--- src/rtl/message_packer.sv ---
// message_packer: captures one trade message (eight fields) in a single
// handshake and emits it as three 32-bit words on a valid/ready stream.
//
//   word 1 = {stockSymbol, tradeFunction, quantity, currentPrice, 9'b0}
//   word 2 = {dateStamp, timeStamp}
//   word 3 = {buyPrice, sellPrice, 12'b0}
//            or, with PACKER_CHECKSUM_EN defined:
//            {buyPrice, sellPrice, 4'b0, xor of the eight bytes of words 1 and 2}
//
// Ports:
//   clk, rst          clock; synchronous active-high reset
//   in_valid/in_ready message-field handshake (ready only while idle)
//   stockSymbol .. sellPrice  message fields, sampled on an accepted in_valid
//   out_word          word being offered (zero while idle)
//   out_valid/out_ready word handshake
//   out_first/out_last flag word 1 / word 3
//   msg_count         number of fully transmitted messages (wraps at 16 bits)
//
// Optional feature macro: PACKER_CHECKSUM_EN.
// Only regWidth = 32 is supported.

module message_packer #(
    parameter int regWidth = 32
) (
    input  logic                clk,
    input  logic                rst,
    input  logic                in_valid,
    output logic                in_ready,
    input  logic [1:0]          stockSymbol,
    input  logic [2:0]          tradeFunction,
    input  logic [7:0]          quantity,
    input  logic [9:0]          currentPrice,
    input  logic [20:0]         dateStamp,
    input  logic [10:0]         timeStamp,
    input  logic [9:0]          buyPrice,
    input  logic [9:0]          sellPrice,
    output logic [regWidth-1:0] out_word,
    output logic                out_valid,
    input  logic                out_ready,
    output logic                out_first,
    output logic                out_last,
    output logic [15:0]         msg_count
);

    localparam logic [1:0] IDLE = 2'd0;
    localparam logic [1:0] W1   = 2'd1;
    localparam logic [1:0] W2   = 2'd2;
    localparam logic [1:0] W3   = 2'd3;

    logic [1:0]  state_q, state_d;
    logic [15:0] msg_count_q, msg_count_d;

    // Holding registers for the captured message
    logic [1:0]  symbol_q;
    logic [2:0]  func_q;
    logic [7:0]  qty_q;
    logic [9:0]  price_q;
    logic [20:0] date_q;
    logic [10:0] time_q;
    logic [9:0]  buy_q;
    logic [9:0]  sell_q;

    logic        accept;
    logic [31:0] word1, word2, word3;

    assign accept = (state_q == IDLE) && in_valid;

    assign word1 = {symbol_q, func_q, qty_q, price_q, 9'd0};
    assign word2 = {date_q, time_q};

`ifdef PACKER_CHECKSUM_EN
    logic [7:0] checksum;
    assign checksum = word1[31:24] ^ word1[23:16] ^ word1[15:8] ^ word1[7:0]
                    ^ word2[31:24] ^ word2[23:16] ^ word2[15:8] ^ word2[7:0];
    assign word3 = {buy_q, sell_q, 4'd0, checksum};
`else
    assign word3 = {buy_q, sell_q, 12'd0};
`endif

    // Next state: each word state advances only on a transfer
    always_comb begin
        state_d     = state_q;
        msg_count_d = msg_count_q;
        case (state_q)
            IDLE: if (in_valid) state_d = W1;
            W1:   if (out_ready) state_d = W2;
            W2:   if (out_ready) state_d = W3;
            W3: begin
                if (out_ready) begin
                    state_d     = IDLE;
                    msg_count_d = msg_count_q + 16'd1;
                end
            end
            default: state_d = IDLE;
        endcase
    end

    always_ff @(posedge clk) begin
        if (rst) begin
            state_q     <= IDLE;
            msg_count_q <= 16'd0;
            symbol_q    <= '0;
            func_q      <= '0;
            qty_q       <= '0;
            price_q     <= '0;
            date_q      <= '0;
            time_q      <= '0;
            buy_q       <= '0;
            sell_q      <= '0;
        end else begin
            state_q     <= state_d;
            msg_count_q <= msg_count_d;
            if (accept) begin
                symbol_q <= stockSymbol;
                func_q   <= tradeFunction;
                qty_q    <= quantity;
                price_q  <= currentPrice;
                date_q   <= dateStamp;
                time_q   <= timeStamp;
                buy_q    <= buyPrice;
                sell_q   <= sellPrice;
            end
        end
    end

    // Outputs decode purely from state, so they stay stable under backpressure
    always_comb begin
        in_ready  = 1'b0;
        out_valid = 1'b0;
        out_first = 1'b0;
        out_last  = 1'b0;
        out_word  = '0;
        case (state_q)
            IDLE: in_ready = 1'b1;
            W1: begin
                out_valid = 1'b1;
                out_first = 1'b1;
                out_word  = word1;
            end
            W2: begin
                out_valid = 1'b1;
                out_word  = word2;
            end
            W3: begin
                out_valid = 1'b1;
                out_last  = 1'b1;
                out_word  = word3;
            end
            default: in_ready = 1'b0;
        endcase
    end

    assign msg_count = msg_count_q;

endmodule

--- config.mk ---
export PLATFORM = sky130hd
export DESIGN_NAME = message_packer
export DESIGN_NICKNAME = d
export VERILOG_FILES = /design/src/rtl/message_packer.sv
export SDC_FILE = /design/constraint.sdc
export NUM_CORES = 1
export LEC_CHECK = 0
export CAP_MARGIN = 10
export CORE_ASPECT_RATIO = 0.9
export CORE_UTILIZATION = 35
export DETAILED_ROUTE_END_ITERATION = 7
export PLACE_DENSITY_LB_ADDON = 0.05
export SETUP_SLACK_MARGIN = 0.4
export SLEW_MARGIN = 20
export SYNTH_ARGS = -nofsm -noshare
export SYNTH_HDL_FRONTEND = slang
export SYNTH_SLANG_ARGS = --single-unit
--- constraint.sdc ---
create_clock -name clk -period 1.6 [get_ports clk]
set_input_delay 0.32 -clock clk [delete_from_list [all_inputs] [get_ports clk]]
set_output_delay 0.32 -clock clk [all_outputs]
set_load 0.05 [all_outputs]
==> impl_metrics.tcl <==
set metrics [dict create \
    drc_errors 0 \
    power.clock.fraction_pct 19.7 \
    cts.path.max_buffers 2 \
    yosysUniqueCellTypes 35 \
    tightestPinTransition_ns 0.504 \
    maxCapViolCount 0 \
    criticalPathCategory "flip-flop to primary output" \
    grt_max_degree 35 \
    wl_per_cell_um 17.4 \
    synthArstFlopShare_pct 0 \
    cts_num_sinks 93 \
    wirelength_um 14200 \
    powerDensity_mw_per_mm2 1390 \
    drv_slew 0 \
    ys_ff_latch 93 \
    diodes 0 \
    violations "negative setup slack" \
    cts_root_buf "clkbuf_16" \
    worstSetupEndpointType "primary output" \
    cts_buffers 9 \
    path_clk_slew_ns 0.06 \
    dr.pass1.iters 6 \
    die_y_um 102 \
    place_area_mm2 0.00626 \
    drtIter0Drc 310 \
    dp_cells 767 \
    power_leakage_uw 0.00326 \
    setup-tns-final_ns -28.38 \
    antenna_found_initial 0 \
    core_mm2 0.0105 \
    pwr-share-comb_pct 55.0 \
    setup_slack_ns -0.565 \
    final_cell_area_mm2 0.00831 \
    yosysSeqAreaShare_pct 48.3 \
    cpMaxStageDelayCell "dfxtp_4" \
    vias 4310 \
    relSlewSlack_pct 66.4 \
    seq_power_share_pct 25.3 \
    syn_inst 492 \
    stdcell_count 814 \
    crit_path_start_kind "flip-flop" \
    die_w_um 113 \
    required_ns 1.28 \
    overflow 0 \
    fin_hold_ws_ns 0.193 \
    worstPathCellList "buf_6 -> ha_4 -> buf_12 -> a222oi_1 -> buf_4 -> nor2_4 -> buf_12" \
    skew_ns 0.00395 \
    die_area_mm2 0.0114 \
    max_stage_delay_ns 0.36 \
    grt_pass1_vias 4012 \
    cp_max_fo 7 \
    ir_worst_vdd_mv 0.831 \
    synth_nets 579 \
    worst_ep_arrival_time_ns 1.84 \
    tritoncts "built" \
    viasPerCell 5.29 \
    fillers 617 \
    drive_above_1_share_pct 56.6 \
    htree_levels 3 \
    fin_nets 767 \
    synth_area_mm2 0.00386 \
    dpl.hpwl_um 7780 \
    power_switching_uw 4430 \
    finalCriticalPeriod_ns 2.16 \
    antenna_left 0 \
    fmax_mhz 462 \
    synth_ff_type "dfxtp_1" \
    grt_usage_pct 21.4 \
    grt_pass1_wl_um 19400 \
    switching_share_pct 38.3 \
    area_growth_pct 115 \
    p_int_uw 7150 \
    final.period_utilization_pct 135 \
    cp_common_cell "buf_12" \
    hp-class "input port to flip-flop" \
    synth-edff-count 0 \
    insertion_delay_ns 0.33 \
    outcome "finished with violations" \
    final_common_cell "nand2_1" \
    final_cell_mix "nand2_1, clkdlybuf4s50_1, dfxtp_1" \
    setup_violations 115 \
    gp_congestion 0.767 \
    rsz0062_at_grt "yes" \
    hold_viol 0 \
    rrSetupSlack_ns -0.21 \
    rows 35 \
    avgSynthCellArea_um2 7.84 \
    io_pins 131 \
    synth_warnings 0 \
    start_util_pct 36.8 \
    port_buffers 130 \
]
## layer usage
| metal | GRT usage [%] | vias up | wire length, µm |
|---|---|---|---|
| met5 | 0 | - | 0 |
| met2 | 37.4 | 150 | 7130 |
| li1 | - | 2049 | - |
| met4 | 5.85 | 0 | 136 |
| met1 | 27.2 | 2097 | 6140 |
| met3 | 4.01 | 14 | 777 |
## cells by family (layout without fill, tap and decap cells)
kind of cell,after synthesis,count (layout),share of synthesized area [%]
mux,1,1,0.260
buf+inv,41,234,4.12
xor+xnor,11,11,2.50
simple gates,229,229,25.0
compound gates,109,109,17.2
fa+ha+maj,8,8,2.60
flops,93,93,48.3
## flip-flops by register name, summed over array words and instances, names as in the netlist, 3 cells and up
signal	count
buy_q	10
msg_count	16
sell_q	10
time_q	11
func_q	3
date_q	21
qty_q	8
price_q	10
## critical path: cells and delay by family, from the launching register on
kind | cells | cell delay (ns)
buffers and inverters | 4 | 0.59
flip-flops | 1 | 0.36
AO/OA/AOI/OAI | 1 | 0.34
adder cells (fa/ha/maj) | 1 | 0.18
AND/OR/NAND/NOR | 1 | 0.03
## through the flow
step / power [µW] / worst slack (ns) / util (%)
floorplan: 5690 / -0.109 / -
global placement: 6860 / -0.188 / 59.8
detailed placement: 6910 / -0.246 / 59.8
CTS: 9880 / -0.515 / 67.9
global route: 12000 / -0.628 / 79.4
finish: 11600 / -0.565 / 79.4
## Yosys cell counts, types with 2 or more instances
| master | instances | area [µm²] |
|---|---|---|
| dfxtp_1 | 93 | 1860 |
| xnor2_1 | 4 | 35.0 |
| xor2_1 | 7 | 61.3 |
| nor2_1 | 37 | 139 |
| buf_2 | 3 | 15.0 |
| and4_1 | 2 | 17.5 |
| and2_1 | 9 | 56.3 |
| o21ai_0 | 2 | 10.0 |
| a21oi_1 | 80 | 400 |
| inv_1 | 5 | 18.8 |
| nand3_1 | 5 | 25.0 |
| nand2_1 | 158 | 593 |
| nor3_1 | 4 | 20.0 |
| ha_1 | 8 | 100 |
| clkbuf_1 | 26 | 97.6 |
| a222oi_1 | 20 | 200 |
| buf_1 | 6 | 22.5 |
| nand4_1 | 4 | 25.0 |
| a22oi_1 | 3 | 22.5 |
## worst paths after layout
| path | from | depth (start not counted) | to |
|---|---|---|---|
| worst max-delay path | state_q[0] | 7 | out_word[15] |
| worst min-delay path | rst | 2 | symbol_q[1] |
| worst max register to register | state_q[1] | 10 | qty_q[1] |
| worst min register to register | buy_q[3] | 2 | buy_q[3] |
## cell type report
cell class              instances  area (µm²)  share of cell area [%]
repair buffers                213        2770                    33.4
multi-input cells             358        3090                    37.1
flip-flops and latches         93        1930                    23.2
well taps                     129         161                    1.94
clock buffers                  12         278                    3.34
clock inverters                 4        51.3                   0.618
inverters                       5        30.0                   0.362
## power groups by stage
stage / sequential (µW) / combinational (µW) / clock [µW]
2_1_floorplan: 2920 / 2760 / 0
3_3_place_gp: 2940 / 3910 / 0
3_5_place_dp: 2960 / 3950 / 0
4_1_cts: 2920 / 4650 / 2310
5_1_grt: 2970 / 6680 / 2390
6_report: 2930 / 6370 / 2280
## repair_timing
item | 4_1_cts | 5_1_grt
buffers inserted | 11 | 10
setup endpoints to repair | 144 | 143
pin swaps | 28 | 88
endpoints found under the hold margin | 0 | 0
gates cloned | 3 | 7
hold buffers | 0 | 0
gates resized for setup | 76 | 255
(Power assumes the default switching activity.)
